**src/rtl/multi_ball_hit_controller.sv**
```systemverilog
// Frame-based collision arbiter for up to eight balls. Overlap events are
// gathered during the frame; on startOfFrame the pairs are resolved one per
// cycle, then per-ball hole/pair/border priority is applied and the resolved
// velocities are published with a one-cycle resultValid strobe.
module multi_ball_hit_controller #(
  parameter int NUM_BALLS    = 4,
  parameter int BALL_SIZE    = 32,
  parameter int TOP_OFFSET   = 0,
  parameter int DOWN_OFFSET  = 479,
  parameter int LEFT_OFFSET  = 0,
  parameter int RIGHT_OFFSET = 639,
  parameter int EDGE_MARGIN  = 4
) (
  input  logic                     clk,
  input  logic                     resetN,
  input  logic                     startOfFrame,
  input  logic [NUM_BALLS-1:0]     ballDR,
  input  logic                     bordersDR,
  input  logic                     holesDR,
  input  logic [2:0]               holeNumber,
  input  logic [11*NUM_BALLS-1:0]  ballPosX,
  input  logic [11*NUM_BALLS-1:0]  ballPosY,
  input  logic [11*NUM_BALLS-1:0]  ballVelX,
  input  logic [11*NUM_BALLS-1:0]  ballVelY,
  output logic [11*NUM_BALLS-1:0]  ballVelXOut,
  output logic [11*NUM_BALLS-1:0]  ballVelYOut,
  output logic [NUM_BALLS-1:0]     collisionOccurred,
  output logic [NUM_BALLS-1:0]     holeHit,
  output logic [3*NUM_BALLS-1:0]   holeNum,
  output logic                     resultValid,
  output logic                     busy
);

  localparam int P  = NUM_BALLS * (NUM_BALLS - 1) / 2;
  localparam int BW = $clog2(NUM_BALLS);
  localparam int PW = (P > 1) ? $clog2(P) : 1;

  // Cushion thresholds, evaluated in 12-bit unsigned so pos+size never wraps
  localparam logic [11:0] LEFT_LIM  = 12'(LEFT_OFFSET + EDGE_MARGIN);
  localparam logic [11:0] RIGHT_LIM = 12'(RIGHT_OFFSET - EDGE_MARGIN);
  localparam logic [11:0] TOP_LIM   = 12'(TOP_OFFSET + EDGE_MARGIN);
  localparam logic [11:0] DOWN_LIM  = 12'(DOWN_OFFSET - EDGE_MARGIN);
  localparam logic [11:0] SIZE_M1   = 12'(BALL_SIZE - 1);

  typedef enum logic [1:0] {COLLECT, RESOLVE, APPLY} state_t;

  state_t                 state_reg;
  logic [PW-1:0]          pair_idx_reg;
  logic [BW-1:0]          pi_reg, pj_reg;

  // Sticky per-frame event flags
  logic [NUM_BALLS-1:0]   border_hit_reg, hole_pend_reg;
  logic [2:0]             hole_num_reg [NUM_BALLS];
  logic [P-1:0]           pair_hit_reg;
  logic [P-1:0]           pair_now;

  // Working copies snapshotted at frame start
  logic [10:0]            pos_x_reg [NUM_BALLS];
  logic [10:0]            pos_y_reg [NUM_BALLS];
  logic signed [10:0]     vel_x_reg [NUM_BALLS];
  logic signed [10:0]     vel_y_reg [NUM_BALLS];
  logic [NUM_BALLS-1:0]   claimed_reg;

  // Registered outputs
  logic signed [10:0]     vel_x_out_reg [NUM_BALLS];
  logic signed [10:0]     vel_y_out_reg [NUM_BALLS];
  logic [2:0]             hole_num_out_reg [NUM_BALLS];
  logic [NUM_BALLS-1:0]   coll_out_reg, hole_out_reg;
  logic                   valid_reg, busy_reg;

  // Per-ball results of the APPLY priority logic
  logic signed [10:0]     apply_vx [NUM_BALLS];
  logic signed [10:0]     apply_vy [NUM_BALLS];
  logic [2:0]             apply_hn [NUM_BALLS];
  logic [NUM_BALLS-1:0]   apply_coll;

  // Negation that maps the most negative value onto the most positive one
  function automatic logic signed [10:0] sat_neg(input logic signed [10:0] v);
    return (v == 11'sh400) ? 11'sh3FF : -v;
  endfunction

  genvar gi, gj;

  // Pair overlap this cycle, laid out in lexicographic (i,j) order
  generate
    for (gi = 0; gi < NUM_BALLS; gi++) begin : g_pi
      for (gj = gi + 1; gj < NUM_BALLS; gj++) begin : g_pj
        localparam int PIDX = gi * NUM_BALLS - gi * (gi + 1) / 2 + (gj - gi - 1);
        assign pair_now[PIDX] = ballDR[gi] & ballDR[gj];
      end
    end
  endgenerate

  // Accumulate events while collecting; clear them when APPLY finishes
  always_ff @(posedge clk or negedge resetN) begin
    if (!resetN) begin
      border_hit_reg <= '0;
      hole_pend_reg  <= '0;
      pair_hit_reg   <= '0;
      for (int i = 0; i < NUM_BALLS; i++) hole_num_reg[i] <= '0;
    end else if (state_reg == COLLECT) begin
      border_hit_reg <= border_hit_reg | (ballDR & {NUM_BALLS{bordersDR}});
      hole_pend_reg  <= hole_pend_reg  | (ballDR & {NUM_BALLS{holesDR}});
      pair_hit_reg   <= pair_hit_reg | pair_now;
      for (int i = 0; i < NUM_BALLS; i++) begin
        if (ballDR[i] && holesDR && !hole_pend_reg[i]) hole_num_reg[i] <= holeNumber;
      end
    end else if (state_reg == APPLY) begin
      border_hit_reg <= '0;
      hole_pend_reg  <= '0;
      pair_hit_reg   <= '0;
      for (int i = 0; i < NUM_BALLS; i++) hole_num_reg[i] <= '0;
    end
  end

  // Frame FSM: snapshot, pair-by-pair resolution, registered publish
  always_ff @(posedge clk or negedge resetN) begin
    if (!resetN) begin
      state_reg    <= COLLECT;
      pair_idx_reg <= '0;
      pi_reg       <= '0;
      pj_reg       <= BW'(1);
      claimed_reg  <= '0;
      coll_out_reg <= '0;
      hole_out_reg <= '0;
      valid_reg    <= 1'b0;
      busy_reg     <= 1'b0;
      for (int i = 0; i < NUM_BALLS; i++) begin
        pos_x_reg[i]        <= '0;
        pos_y_reg[i]        <= '0;
        vel_x_reg[i]        <= '0;
        vel_y_reg[i]        <= '0;
        vel_x_out_reg[i]    <= '0;
        vel_y_out_reg[i]    <= '0;
        hole_num_out_reg[i] <= '0;
      end
    end else begin
      valid_reg <= 1'b0;
      case (state_reg)
        COLLECT: begin
          if (startOfFrame) begin
            for (int i = 0; i < NUM_BALLS; i++) begin
              pos_x_reg[i] <= ballPosX[i*11 +: 11];
              pos_y_reg[i] <= ballPosY[i*11 +: 11];
              vel_x_reg[i] <= $signed(ballVelX[i*11 +: 11]);
              vel_y_reg[i] <= $signed(ballVelY[i*11 +: 11]);
            end
            pair_idx_reg <= '0;
            pi_reg       <= '0;
            pj_reg       <= BW'(1);
            claimed_reg  <= '0;
            busy_reg     <= 1'b1;
            state_reg    <= RESOLVE;
          end
        end
        RESOLVE: begin
          // A ball already in a hole or already paired this frame is skipped
          if (pair_hit_reg[pair_idx_reg] && !hole_pend_reg[pi_reg] && !hole_pend_reg[pj_reg]
              && !claimed_reg[pi_reg] && !claimed_reg[pj_reg]) begin
            vel_x_reg[pi_reg]   <= vel_x_reg[pj_reg];
            vel_y_reg[pi_reg]   <= vel_y_reg[pj_reg];
            vel_x_reg[pj_reg]   <= vel_x_reg[pi_reg];
            vel_y_reg[pj_reg]   <= vel_y_reg[pi_reg];
            claimed_reg[pi_reg] <= 1'b1;
            claimed_reg[pj_reg] <= 1'b1;
          end
          if (pair_idx_reg == PW'(P - 1)) begin
            state_reg <= APPLY;
          end else begin
            pair_idx_reg <= pair_idx_reg + PW'(1);
            if (pj_reg == BW'(NUM_BALLS - 1)) begin
              pi_reg <= pi_reg + BW'(1);
              pj_reg <= pi_reg + BW'(2);
            end else begin
              pj_reg <= pj_reg + BW'(1);
            end
          end
        end
        APPLY: begin
          for (int i = 0; i < NUM_BALLS; i++) begin
            vel_x_out_reg[i]    <= apply_vx[i];
            vel_y_out_reg[i]    <= apply_vy[i];
            hole_num_out_reg[i] <= apply_hn[i];
          end
          coll_out_reg <= apply_coll;
          hole_out_reg <= hole_pend_reg;
          valid_reg    <= 1'b1;
          busy_reg     <= 1'b0;
          state_reg    <= COLLECT;
        end
        default: begin
          state_reg <= COLLECT;
          busy_reg  <= 1'b0;
        end
      endcase
    end
  end

  // Per-ball priority: hole beats pair, pair beats cushion bounce
  generate
    for (gi = 0; gi < NUM_BALLS; gi++) begin : g_apply
      logic at_left, at_right, at_top, at_bottom, flip_x, flip_y, bounce;
      assign at_left   = {1'b0, pos_x_reg[gi]} <= LEFT_LIM;
      assign at_right  = ({1'b0, pos_x_reg[gi]} + SIZE_M1) >= RIGHT_LIM;
      assign at_top    = {1'b0, pos_y_reg[gi]} <= TOP_LIM;
      assign at_bottom = ({1'b0, pos_y_reg[gi]} + SIZE_M1) >= DOWN_LIM;
      assign flip_x = (at_left && vel_x_reg[gi][10]) ||
                      (at_right && !vel_x_reg[gi][10] && (vel_x_reg[gi] != '0));
      assign flip_y = (at_top && vel_y_reg[gi][10]) ||
                      (at_bottom && !vel_y_reg[gi][10] && (vel_y_reg[gi] != '0));
      assign bounce = border_hit_reg[gi] && !claimed_reg[gi] && !hole_pend_reg[gi];
      assign apply_vx[gi] = hole_pend_reg[gi] ? '0 :
                            (bounce && flip_x) ? sat_neg(vel_x_reg[gi]) : vel_x_reg[gi];
      assign apply_vy[gi] = hole_pend_reg[gi] ? '0 :
                            (bounce && flip_y) ? sat_neg(vel_y_reg[gi]) : vel_y_reg[gi];
      assign apply_coll[gi] = !hole_pend_reg[gi] && (claimed_reg[gi] || border_hit_reg[gi]);
      assign apply_hn[gi]   = hole_pend_reg[gi] ? hole_num_reg[gi] : 3'd0;

      assign ballVelXOut[gi*11 +: 11] = vel_x_out_reg[gi];
      assign ballVelYOut[gi*11 +: 11] = vel_y_out_reg[gi];
      assign holeNum[gi*3 +: 3]       = hole_num_out_reg[gi];
    end
  endgenerate

  assign collisionOccurred = coll_out_reg;
  assign holeHit           = hole_out_reg;
  assign resultValid       = valid_reg;
  assign busy              = busy_reg;

endmodule

```
**config.mk**
```make
export PLATFORM = sky130hd
export DESIGN_NAME = multi_ball_hit_controller
export DESIGN_NICKNAME = d
export VERILOG_FILES = /design/src/rtl/multi_ball_hit_controller.sv
export SDC_FILE = /design/constraint.sdc
export NUM_CORES = 1
export LEC_CHECK = 0
export ABC_AREA = 1
export CAP_MARGIN = 20
export CELL_PAD_IN_SITES_DETAIL_PLACEMENT = 0
export CELL_PAD_IN_SITES_GLOBAL_PLACEMENT = 1
export CORE_MARGIN = 4
export CORE_UTILIZATION = 36
export DETAILED_ROUTE_END_ITERATION = 12
export MAX_ROUTING_LAYER = met4
export PLACE_DENSITY_LB_ADDON = 0.1
export SYNTH_ARGS = -nofsm -noshare
export SYNTH_HDL_FRONTEND = slang
export SYNTH_SLANG_ARGS = --single-unit
```
**constraint.sdc**
```tcl
create_clock -name clk -period 2.1 [get_ports clk]
set_clock_uncertainty 0.05 [all_clocks]
set_input_delay 0.315 -clock clk [delete_from_list [all_inputs] [get_ports clk]]
set_output_delay 0.315 -clock clk [all_outputs]
set_load 0.005 [all_outputs]
```
== After elaboration in Yosys (flattened, before gate mapping) ==
Cells that the tools add are included.
W data, S select, Z words.

* Add/sub/neg operators: 20
* Magnitude comparators: 25
* Eq/ne operators: 21
* Multiplexer cells: 98
* Bitwise gates (word level): 16
* Reduce and logical (&&, ||, !) cells: 113

{| class="wikitable"
|+ Operators by type and width
! kind !! number
|-
| $mux W11 || 34
|-
| $bwmux W44 || 4
|-
| $mux W44 || 4
|-
| $pmux W44 S2 || 2
|-
| $add A11 B5 Y12 const B || 8
|-
| $bmux W11 S2 || 4
|-
| $eq A11 B11 Y1 const B || 8
|-
| $le A11 B3 Y1 const B || 8
|-
| $neg A11 Y11 || 8
|-
| $reduce_bool A11 Y1 || 8
|-
| $logic_and A1 B1 Y1 || 60
|-
| $ge A12 B10 Y1 const B || 4
|-
| $ge A12 B9 Y1 const B || 4
|-
| $demux W11 S2 || 2
|-
| $mux W3 || 10
|-
| $mux W12 || 2
|-
| $logic_not A1 Y1 || 20
|-
| $mux W4 || 5
|-
| $or A4 B4 Y4 || 4
|-
| $mux W2 || 7
|-
| $reduce_and A2 Y1 || 7
|-
| $logic_or A1 B1 Y1 || 12
|-
| $mux W6 || 2
|-
| $pmux W2 S2 || 3
|-
| other kinds (29) || 63
|}

* Bits in registers: 325
* Input bits: 188
* Logic and storage cells: 337

== Longest topological paths before layout ==
Gate-level depths: netlist (run 1).

* Depth in word-level cells: 9
* Depth in mapped cells: 13
* Depth with buffers taken out: 13

== Worst setup path before layout (run 1) ==
No wires, ideal clock.

* Kind: register to register
* Start: register pi_reg[1]
* End: register vel_x_reg[30] in the netlist's numbering
* Arrival: 1.983 ns
* Required time: 1.976 ns
* Slack: -0.008 ns
* Stages on the path, launching flop included: 12
* Buffers on the path: 3
* Clock period less this slack: 2.108 ns
* Cell sequence: dfrtp_1 buf_2 inv_1 buf_1 ha_1 inv_1 nor2_1 clkbuf_1 nand2_1 nand2_1 o21ai_0 o21ai_2

* Longest elaborated chain between the ends: 9
* Elaborated cells on any way between the ends: 25

{| class="wikitable"
|+ Ends and longest elaborated chain
! item !! RTL line !! source
|-
| from (decl) || 49 || <nowiki>logic [BW-1:0] pi_reg, pj_reg;</nowiki>
|-
| from (signal assigned) || 172 || <nowiki>pi_reg <= pi_reg + BW'(1);</nowiki>
|-
| $not A2 Y3 (implied by the code) or $bmux W1 S2 (tied branches) || 160, 162, 158 ||
|-
| $ge A3 B3 Y1 (implied by the code) (tied with other cells) || 160 || <nowiki>vel_x_reg[pi_reg] <= vel_x_reg[pj_reg];</nowiki>
|-
| $logic_and A1 B1 Y1 (implied by the code) or $logic_not A1 Y1 (tied branches) || 160, 158 ||
|-
| $mux W11 (implied by the code) or $logic_and A1 B1 Y1 (tied branches) || 160, 158 ||
|-
| $demux W11 S2 or $logic_and A1 B1 Y1 (tied branches) || 160, 158 ||
|-
| $bwmux W44 or $logic_and A1 B1 Y1 (tied branches) || 160, 159 ||
|-
| $bwmux W44 or $logic_and A1 B1 Y1 (tied branches) || 162, 159 ||
|-
| $mux W44 or $ne A2 B2 Y1 (tied branches) || - ||
|-
| $pmux W44 S2 or $reduce_and A3 Y1 (tied branches) || - ||
|-
| to (signal, indexed assignment) || 145 || <nowiki>vel_x_reg[i] <= $signed(ballVelX[i*11 +: 11]);</nowiki>
|-
| to (signal, indexed assignment) || 160 ||
|-
| to (signal, indexed assignment) || 162 || <nowiki>vel_x_reg[pj_reg] <= vel_x_reg[pi_reg];</nowiki>
|-
| to (decl) || 60 || <nowiki>logic signed [10:0] vel_x_reg [NUM_BALLS];</nowiki>
|}

Parallel ways exist; a longest one is shown, timed or not. The select of a mux whose other input is x is not followed.
A chain may end at the register's enable or synchronous reset.

== Worst setup path in the final report (run 1) ==
* Start: register pj_reg[0]
* End: register vel_y_reg[27] in the netlist's numbering

* Longest elaborated chain between the ends: 8
* Elaborated cells on any way between the ends: 24

{| class="wikitable"
|+ Ends and longest elaborated chain
! item !! RTL line !! source
|-
| from (decl) || 49 ||
|-
| from (signal assigned) || 173 || <nowiki>pj_reg <= pi_reg + BW'(2);</nowiki>
|-
| from (signal assigned) || 175 || <nowiki>pj_reg <= pj_reg + BW'(1);</nowiki>
|-
| $not A2 Y3 (implied by the code) or $bmux W1 S2 (tied branches) || 161, 163, 158 ||
|-
| $ge A3 B3 Y1 (implied by the code) (tied with other cells) || 163 || <nowiki>vel_y_reg[pj_reg] <= vel_y_reg[pi_reg];</nowiki>
|-
| $logic_and A1 B1 Y1 (implied by the code) (tied with other cells) || 163 ||
|-
| $mux W11 (implied by the code) (tied with other cells) || 163 ||
|-
| $demux W11 S2 (tied with other cells) || 163 ||
|-
| $bwmux W44 or $logic_and A1 B1 Y1 (tied branches) || 163, 159 ||
|-
| $mux W44 or $ne A2 B2 Y1 (tied branches) || - ||
|-
| $pmux W44 S2 or $reduce_and A3 Y1 (tied branches) || - ||
|-
| to (signal, indexed assignment) || 146 || <nowiki>vel_y_reg[i] <= $signed(ballVelY[i*11 +: 11]);</nowiki>
|-
| to (signal, indexed assignment) || 161 || <nowiki>vel_y_reg[pi_reg] <= vel_y_reg[pj_reg];</nowiki>
|-
| to (signal, indexed assignment) || 163 ||
|-
| to (decl) || 61 || <nowiki>logic signed [10:0] vel_y_reg [NUM_BALLS];</nowiki>
|}

Parallel ways exist; a longest one is shown, timed or not. The select of a mux whose other input is x is not followed.

==> run metrics, run 1 <==
outcome finished clean; Largest stage delay, worst path roughly 0.54 ns; fraction of layout cells with a size suffix above 1 between 10% and 20%; Avg WL per Cell around 20 um; Mean Syn Cell Area 7.08 sq um; Post-Syn Nets just under 3000; Post-Synth Simple-Gate Area 32.4%; CP Max Fanout 44; Cells after Synth about 2700; clock buffer depth 3; Buf+Inv Stages, Crit Path 1; Routed WL roughly 76 mm; first-pass GRT wire length between 100 and 150 mm; met2 Track Usage GR ~40%; Final nets 3278; Synth top area share between 40% and 50%; GRT Util Overall 26.9%; gr ovfl total 0; post-synthesis cell type count 35; largest net degree at the start of global routing 77; hold crit path type in2reg; share of power burned in registers 26.7%; vias roughly 19000; crit start category flip-flop; most used routing layer in global routing met2; final setup margin 0.000427 ns; final hold vios 0; Post-DP HPWL just under 60 mm; Worst setup EP type flip-flop; Slew Limit Headroom 59.8%; Clock H-tree levels 2; Initial Util a little over a third; WS Path Type reg2reg; Placed Cells 3714; min cycle time layout about 2.1 ns; largest family of logic cells by synthesized area simple AND/OR/NAND/NOR gates; Slew Viols, Final 0; P&R area growth vs syn 33.0%; Setup-failing EPs final 0; adder-cell share of the synthesized area between 1 and 1.5%; GR Util met1 between 30% and 40%; post-synthesis sequential area ratio 42.6%; clock power share approximately 17%; Place WS -0.139 ns; most used flip-flop cell after synthesis dfrtp_1; met3 Use GR approximately 4.8%; initial antenna violation count 6; final design utilization between 40 and 50%; placed cell area 0.0239 sq mm; compound-cell area share of the yosys netlist between 10% and 20%; Synth area leaders dfrtp_1 42%, nand2_1 22%, o21ai_0 5.4%, nand3_1 4.9%, a21oi_1 4.4%; final cell count without fillers about 3800; DR iter-0 viols 1439; clk sinks 325; Clock Latency Late Sink about 0.56 ns; asr flop ratio synth 100%; cell depth of the worst setup path 11; Post-synth EDFFs 0; Vias/cell approximately 5; Syn Std Cell Area around 0.019 sq mm; Die W approximately 240 um; Worst VDD drop 724 uV; cell internal pwr approximately 0.022 W; vias in the first global route approximately 19000; CTS tree yes; RSZ-0062 raised after global routing yes; antenna viol nets, final 0; DRT Pass-1 Iters 6; Lkg Pwr approximately 13 nW; top post-synthesis cells by count 1124 x nand2_1, 324 x dfrtp_1, 205 x o21ai_0; count leader, synth nand2_1; die area around 0.057 sq mm; switching power about 0.02 W; Worst EP required 2.47 ns; Comb power frac 56.4%; die height around 240 um; number of buffers created by CTS 40; Largest delay share family, worst path simple AND/OR/NAND/NOR gates; xor/xnor cell area share of the yosys netlist around 2.2%; Port-buffer cells ~300; Max Cap Viol 0; mux cell area share after synthesis 0%; post-synth top area cell dfrtp_1; count of boundary I/O pins 298; Finished Cell Area roughly 0.025 sq mm; CP arrival 2.47 ns; Yosys reg bits roughly 330; final hold slack around 0.24 ns; core area ~0.053 sq mm; Synth Warn # 0; r2r worst-path depth 11; Least-Margin Pin Slew between 0.6 and 0.7 ns; Clock Tree Root clkbuf_16; fmax between 400 and 500 MHz; DRC 0; global placer's final weighted congestion slightly below 1; fin crit share approximately 100%; hold path depth 3; Clock Pin Slew Worst Setup and Hold Paths roughly 0.06 ns; crit path cell chain inv_2 > nand2_2 > o21ai_1 > o21ai_0 > nand2_1 > nor2_1 > nand3_2 > nand2_8 > nand2_8 > nand2_1 > o21ai_2; switch share roughly 47%; Slowest-stage cell, CP dfstp_2; Row Count 84; PD cells between 1500 and 2000 mW/mm^2
-- power groups by stage --
stage,Combinational [W],Sequential (W),Clock [W]
3_3_place_gp,0.0228,0.0111,0
2_1_floorplan,0.0139,0.0104,0
6_report,0.0235,0.0111,0.00705
5_1_grt,0.0259,0.0114,0.00746
4_1_cts,0.0231,0.0111,0.00725
3_5_place_dp,0.0229,0.0112,0
-- tightest hold or removal path: stages --
cell             delay [ns]
clkdlybuf4s50_1        0.39
nand2_1                0.06
nand2_1                0.04
-- worst paths after layout --
check	startpoint	endpoint	slack, ns
hold reg to reg	pos_y_reg[42]	pos_y_reg[42]	0.42
hold / removal	ballPosY[2]	pos_y_reg[35]	0.24
setup reg to reg	pj_reg[0]	vel_y_reg[27]	0.0004
max in group asynchronous	resetN	ballVelYOut[2]	0.98
min in group asynchronous	resetN	vel_y_reg[41]	0.29
setup / recovery	pj_reg[0]	vel_y_reg[27]	0.0004
-- cell families after synthesis --
| logic type | after synthesis |
|---|---|
| xor gates and xnor gates | 49 |
| and+or+nand+nor | 1513 |
| DFF | 325 |
| adders and majority gates | 18 |
| AOI/OAI and AO/OA | 514 |
| buffers and inverters | 278 |
-- metal layers --
layer	wire length [um]	share of wire [%]
met4	1570	2.1
met3	4750	6.3
met2	34100	45
met1	35400	47
met5	0	0
-- through the flow --
stage               power, W  TNS (ns)
finish                0.0417         0
global route          0.0448     -4.13
detailed placement    0.0341     -1.10
CTS                   0.0414         0
floorplan             0.0243         0
global placement      0.0339     -1.13
-- cell usage in the layout, fill, tap and decap left out, types with 3 or more instances in the layout --
master	netlist	layout
nand2_1	1124	1116
dfrtp_1	324	323
clkdlybuf4s50_1	0	296
o21ai_0	205	200
nand3_1	186	180
a21oi_1	169	166
buf_4	1	145
inv_1	134	131
nor2_1	128	122
o21ai_2	73	74
xor2_1	46	46
clkbuf_16	0	42
o22ai_1	37	37
buf_12	0	26
o21ai_1	19	23
or2_2	21	21
nand4_1	17	17
ha_1	18	17
nor3_1	15	11
clkbuf_1	87	11
clkinv_2	0	9
nand2_2	3	8
nand3_2	1	7
a31oi_1	7	7
clkbuf_8	0	7
inv_2	5	6
nand3b_1	6	6
nor2_2	2	5
nand2_8	5	5
diode_2	0	4
nor2_4	1	4
nand2_4	1	4
nor3_2	0	4
bufinv_16	0	4
a21oi_2	0	3
xnor2_1	3	3
nor3b_1	3	3
-- cell type report --
| cell class | count | area (sq um) |
|---|---|---|
| Fill cell | 5305 | 27200 |
| Clock buffer | 59 | 1160 |
| Inverter | 140 | 531 |
| Sequential cell | 325 | 8140 |
| Multi-Input combinational cell | 2094 | 9870 |
| Tap cell | 688 | 861 |
| Antenna cell | 4 | 10.0 |
| Timing Repair Buffer | 471 | 4630 |
| Clock inverter | 12 | 164 |
-- repair_timing --
item / CTS / global route
pin swaps: 0 / 3
buffers inserted: 0 / 2
gates resized for setup: 5 / 33
hold buffers: 1 / 0
gates cloned: 0 / 1
hold endpoints to repair: 48 / 0
setup endpoints to repair: 25 / 140
Note: power is estimated with default switching activity, not from simulation.
==> inputs of run 2 (changes only) <==
Settings changed: CELL_PAD_IN_SITES_DETAIL_PLACEMENT 0 to not set, CELL_PAD_IN_SITES_GLOBAL_PLACEMENT 1 to not set, CORE_UTILIZATION 36 to 43, PLACE_DENSITY set to 0.69, PLACE_DENSITY_LB_ADDON 0.1 to not set, RECOVER_POWER set to 25, SKIP_LAST_GASP set to 1.
==> run metrics, run 2 (synthesis gave the netlist of run 1 again) <==
outcome finished clean; DRC 0; Clock H-tree levels 2; Worst EP required roughly 2.5 ns; DR iter-0 viols ~2200; DRT Pass-1 Iters 6; Vias/cell 5.44; Lkg Pwr about 13 nW; Reg area 0.00814 sq mm; gr ovfl total 0; most used routing layer in global routing met2; Die W 219 um; Clock Latency Late Sink between 0.5 and 0.6 ns; Least-Margin Pin Slew about 1.5 ns; Comb power frac between 50% and 60%; Routed WL roughly 77 mm; CTS tree yes; switching power 0.0206 W; final hold vios 0; vias around 20000; P&R area growth vs syn 35.2%; fmax about 490 MHz; Pwr Total roughly 0.043 W; CP Max Fanout 7; switch share a little under half; Worst VDD drop 815 uV; Slew Limit Headroom ~2.6%; min cycle time layout 2.05 ns; final design utilization approximately three fifths; cell internal pwr about 0.023 W; met3 Use GR 5.83%; Port-buffer cells 297; vias in the first global route 19400; Post-DP HPWL around 58 mm; antenna viol nets, final 0; number of buffers created by CTS 39; fraction of layout cells with a size suffix above 1 approximately 14%; initial antenna violation count 2; Max Cap Viol 0; met2 Track Usage GR approximately half; CP arrival roughly 2.5 ns; fin crit share a little over nine tenths; clock power share around 16%; WS Path Type reg2reg; clk sinks between 300 and 400; most frequent cells in the layout 1095 x nand2_1, 321 x dfrtp_1, 296 x clkdlybuf4s50_1, 192 x o21ai_0, 180 x nand3_1; Clock Pin Slew Worst Setup and Hold Paths 0.06 ns; Place WS -0.0270 ns; hold crit path type in2reg; Worst setup EP type flip-flop; final setup margin between 0.05 and 0.06 ns; share of power burned in registers between 20% and 30%; most common cell after layout, fill and taps aside nand2_1; crit start category flip-flop; first-pass GRT wire length around 120 mm; Avg WL per Cell roughly 21 um; Final nets between 3000 and 4000; die area 0.0478 sq mm; largest net degree at the start of global routing 97; Clock Tree Root clkbuf_16; Row Count 76; global placer's final weighted congestion 1.00; clock buffer depth 3; core area 0.0435 sq mm; Setup-failing EPs final 0; GR Util met1 around 45%; Initial Util 43.9%; RSZ-0062 raised after global routing yes; PD cells 1680 mW/mm^2; # fillers 4095; count of boundary I/O pins 298; GRT Util Overall around 32%; area of the multi-input gates around 0.01 sq mm; Slew Viols, Final 0; die height between 200 and 250 um
run 2: cell types whose count changed in the layout (fill, tap and decap cells not counted), sizes merged:
cell / delta
buf: +30
bufinv: -2
clkbuf: +7
clkinv: -3
clkinvlp: +1
diode: -2
inv: +2
nand2: +3
run 2: timing repair:
item | in CTS | in global routing
resized for setup | 3 | 102
setup endpoints to repair | 5 | 175
buffers inserted | 0 | 10
hold buffers | 1 | 0
pin swaps | 0 | 9
gates cloned | 0 | 8
endpoints found under the hold margin | 41 | 0
run 2: power groups by stage:
stage	logic (W)	clock network, W	registers [W]
final	0.0254	0.00700	0.0109
after global routing	0.0276	0.00737	0.0112
after CTS	0.0237	0.00712	0.0108
after detailed placement	0.0235	0	0.0109
after global placement	0.0233	0	0.0108
after floorplan	0.0139	0	0.0104
run 2: layout make-up:
type	count	share of cell area, %
antenna	2	0.0194
clock buffer	59	4.58
clock inverter	10	0.548
inverter	140	2.09
multi-input combinational	2097	39.1
sequential	325	31.5
tap	585	2.84
timing repair buffer	508	19.3
run 2: path summary, 6_finish.rpt:
path / from / to / slack, ns / depth (start not counted)
min in group asynchronous: resetN / holeHit[1] / 0.57 / 2
max in group asynchronous: resetN / pos_x_reg[6] / 0.24 / 3
worst max register to register: pj_reg[0] / vel_y_reg[37] / 0.05 / 10
worst min-delay path: ballPosX[11] / pos_x_reg[22] / 0.21 / 3
worst min register to register: pos_y_reg[34] / pos_y_reg[34] / 0.42 / 2
worst max-delay path: pj_reg[0] / vel_y_reg[37] / 0.05 / 10
run 2: critical path: stages, from the launching register on:
cell and delay [ns]:
dfstp_2 0.57, clkinv_4 0.09, buf_4 0.15, buf_4 0.16
nand3_1 0.10, o21ai_2 0.07, or2_2 0.34, nand2_1 0.07
nand2_1 0.08, o21ai_1 0.16, o21ai_2 0.07
run 2: through the flow:
step                      setup TNS [ns]  cell area, sq um  hold WS, ns  std cells
after floorplan                        0             19100      -0.0306       2697
after global placement           -0.0447             23900        0.212       3636
after detailed placement         -0.0270             23900        0.215       3636
after CTS                              0             25300        0.191       3706
after global routing             -0.0820             25800        0.215       3726
final                                  0             25800        0.211       3726
run 2: routing by layer:
metal | up-vias | part of all wire, %
met4 | 0 | 2.6
met3 | 131 | 8.8
met2 | 831 | 45
li1 | 9595 | -
met1 | 9708 | 44
met5 | - | 0
==> RTL edit 1, RTL diff (config.mk and constraints of run 2) <==
Put one more register stage on the output `holeHit`, without a reset. The value now appears one clock later. The other outputs are not delayed to match.
--- a/src/rtl/multi_ball_hit_controller.sv
+++ b/src/rtl/multi_ball_hit_controller.sv
@@ -224,5 +224,7 @@
 
   assign collisionOccurred = coll_out_reg;
-  assign holeHit           = hole_out_reg;
+  always_ff @(posedge clk) begin
+    holeHit <= hole_out_reg;
+  end
   assign resultValid       = valid_reg;
   assign busy              = busy_reg;
Behaviour: same outputs for any inputs over 4 cycles, from zero or initial values and one cycle with resetN low; that may be too few to reach the edited logic, so the function may still have changed.
==> RTL edit 1 against run 2 <==
The flow now finishes with violations (setup timing). Area after synthesis grew 1.8%. Design area shrank 0.72%. Cell count is the same. Total power shrank 8.0%. Wire length shrank 8.3%. Sequential cell count grew 4. Worst setup slack lost 0.072 ns. Critical path type unchanged. Critical endpoint is now ballVelYOut[22]. Largest power group unchanged. Highest routed layer unchanged.
==> RTL edit 1: results (changes against run 2) <==
mux contribution to synthesized area=0.0454 (+0.0454); nets=3302 (-0.45%); sequential area share after synthesis=0.423 (-0.00321); Async S/R FF share, synth=0.988 (-0.0122); Post-Syn Nets=2930 (+0.93%); CP max-delay cell=dfrtp_2; first-pass GRT wire length=108000 um (-6.1%); Hold Path Sink=pos_y_reg[2]; adder-cell share of the synthesized area=0.0116 (-0.000203); # placed instances=3635 (-0.028%); GPL Wtd Cong=0.950 (-5.4%); Setup Total Neg Slack=-0.0275 ns (-0.0275 ns); routed vias=19800 (-2.4%); post-synthesis compound-gate area fraction=0.106 (-0.0463); status=finished, violations left; antenna violations before repair=7 (+5); setup ws final=-0.0200 ns (-0.0720 ns); Post-Synth XOR/XNOR Area=0.0221 (-0.000387); largest net degree at the start of global routing=76 (-22%); CP max stage delay=0.41 ns (-0.16 ns); Yosys cell types=40 (+14%); CP max FO=11 (+4); violations in the final reports=setup timing; dpl cell area=23900 um2 (about the same); met3 usage=0.0508 (-0.00745); commonest cells in the netlist=nand2_1 (1234), dfrtp_1 (324), nand3_1 (179); Final setup viols=2 (+2); Critical Path AT=2.58 ns (+0.12 ns)
RTL edit 1: cell count changes in the layout (fill, tap and decap cells not counted), sizes merged, moves of 4 or more:
cell and change:
nand2 +110, mux2i +88, o21ai -52, a21oi -49, buf -47, o22ai -35
or2 -20, nor2 -9, nand3 -7, diode +5, nor3 +5, dfxtp +4
inv -4
RTL edit 1: final cells by class:
class / instances / area, um2 / area share
well taps: 592 / 741 / 0.0289
clock buffers: 59 / 1170 / 0.0458
diodes: 7 / 17.5 / 0.000684
flip-flops and latches: 329 / 8220 / 0.321
inverters: 138 / 528 / 0.0206
multi-input cells: 2125 / 10200 / 0.397
repair buffers: 463 / 4560 / 0.178
clock inverters: 13 / 214 / 0.00835
RTL edit 1: power by group through the flow:
stage          clock network [mW]  logic (mW)  registers [mW]
2_1_floorplan                   0        13.2            10.3
3_3_place_gp                    0        20.5            10.7
3_5_place_dp                    0        20.7            10.8
4_1_cts                      7.42        20.9            10.7
5_1_grt                      7.71        24.1            11.1
6_report                     7.31        21.8            10.8
==> RTL edit 2, RTL diff (config.mk and constraints of run 2) <==
Without the edit above. Change the parameter `BALL_SIZE` from 32 to 24.
--- a/src/rtl/multi_ball_hit_controller.sv
+++ b/src/rtl/multi_ball_hit_controller.sv
@@ -5,5 +5,5 @@
 module multi_ball_hit_controller #(
   parameter int NUM_BALLS    = 4,
-  parameter int BALL_SIZE    = 32,
+  parameter int BALL_SIZE    = 24,
   parameter int TOP_OFFSET   = 0,
   parameter int DOWN_OFFSET  = 479,
Behaviour: no difference found for any inputs over 4 cycles, from zero or initial values and one cycle with resetN low; that may be too few to reach the edited logic, so the function may still have changed.
==> RTL edit 2 against run 2 <==
The flow now finishes with violations (setup timing). Utilization fell by 2.0 points. Worst setup slack got worse by 0.057 ns. Area after synthesis rose by 2.9%. Sequential cell count did not move. Total power fell by 7.4%. Largest power group unchanged. Count of clock-buffer cells in the layout fell by 8. Design area rose by 0.70%. Largest cell class unchanged. Critical endpoint is now vel_y_reg[38]. First-iteration DRC count rose by 0.45%. Non-clock buffer count fell by 24. Wire length fell by 5.0%.
==> RTL edit 2: results (changes against run 2) <==
Post-Syn Nets=3242 (+12%); Post-Syn Instances=3036 (+13%); nets=3611 (+8.9%); Post-Synth XOR/XNOR Area=0.0201 (-0.00241); Final setup viols=1 (+1); DRT iter0 DRCs=2221 (+0.45%); violations in the final reports=setup timing; CP max FO=20 (+13); setup ws final=-0.00540 ns (-0.0574 ns); largest net degree at the start of global routing=70 (-28%); # placed instances=3943 (+8.4%); commonest cells in the netlist=nand2_1 (1589), dfrtp_1 (324), nand3_1 (240); vias in the first global route=19600 (+0.86%); Initial DRT Pass Iterations=5 (-1); adder-cell share of the synthesized area=0.0115 (-0.000328); ratio of cells with drive above 1 in the final layout=0.0904 (-0.0542); leakage=13.7 nW (+7.7%); non-filler instance count after layout=4031 (+8.2%); CTS Buf Count=37 (-5.1%); CP max stage delay=0.62 ns (+0.05 ns); sequential area share after synthesis=0.414 (-0.0118); Via-to-Cell Ratio=5.19 (-4.5%); GPL Wtd Cong=0.965 (-3.9%); Yosys cell types=34 (-2.9%); status=finished, violations left
-- RTL edit 2: layout make-up --
type	count	area, um2	share of cell area
multi-input combinational	2410	10400	0.401
antenna	2	5.00	0.000193
tap	600	751	0.0289
sequential	325	8140	0.313
clock buffer	51	1050	0.0404
timing repair buffer	484	4950	0.191
clock inverter	12	121	0.00467
inverter	147	559	0.0215
-- RTL edit 2: worst paths after layout --
path,slack (ns),to,startpoint
worst min register to register,0.42,ballVelYOut[31],ballVelYOut[31]
min in group asynchronous,0.58,pos_x_reg[35],resetN
max in group asynchronous,0.31,holeHit[2],resetN
worst max register to register,-0.005,vel_y_reg[38],pj_reg[0]
worst max-delay path,-0.005,vel_y_reg[38],pj_reg[0]
worst min-delay path,0.22,pos_y_reg[23],ballPosY[12]
-- RTL edit 2: metal layers --
layer | share of wire | vias to the layer above | GRT usage
met1 | 0.44 | 9792 | 0.408
li1 | - | 10300 | -
met4 | 0.034 | 0 | 0.0878
met3 | 0.066 | 114 | 0.0396
met5 | 0 | - | -
met2 | 0.46 | 763 | 0.435
-- RTL edit 2: repair_timing --
item                       in CTS  in global routing
pin swaps                       1                 10
hold endpoints to repair       67                  0
setup endpoints to repair      10                149
gates cloned                    0                 14
hold buffers                    1                  0
gates resized for setup         7                 58
setup buffers                   0                  8
-- RTL edit 2: logic make-up after synthesis --
group / count (synthesis)
simple gates: 2048
flops: 325
buf+inv: 303
compound gates: 297
xor+xnor: 45
fa+ha+maj: 18
-- RTL edit 2: worst reg2reg max path: stages (launching register included) --
cell,delay [ns]
dfstp_2,0.62
inv_4,0.09
buf_12,0.16
o21ai_0,0.37
nand2_1,0.20
nand2_1,0.09
nand2_1,0.05
nand2_1,0.05
nand2_1,0.09
nand3_1,0.14
nand2_1,0.06
-- RTL edit 2: power by group through the flow --
| stage | sequential (mW) | clock [mW] | combinational (mW) |
|---|---|---|---|
| 3_3_place_gp | 10.3 | 0 | 21.5 |
| 2_1_floorplan | 10.0 | 0 | 13.2 |
| 5_1_grt | 10.6 | 6.65 | 25.9 |
| 3_5_place_dp | 10.4 | 0 | 21.7 |
| 4_1_cts | 10.3 | 6.38 | 21.9 |
| 6_report | 10.4 | 6.25 | 23.5 |
-- RTL edit 2: stage by stage --
stage | power, mW | setup slack [ns]
finish | 40.1 | -0.00540
global route | 43.2 | -0.0878
CTS | 38.6 | -0.000665
detailed placement | 32.0 | -0.00419
global placement | 31.8 | 0.0000844
floorplan | 23.2 | 0.0171
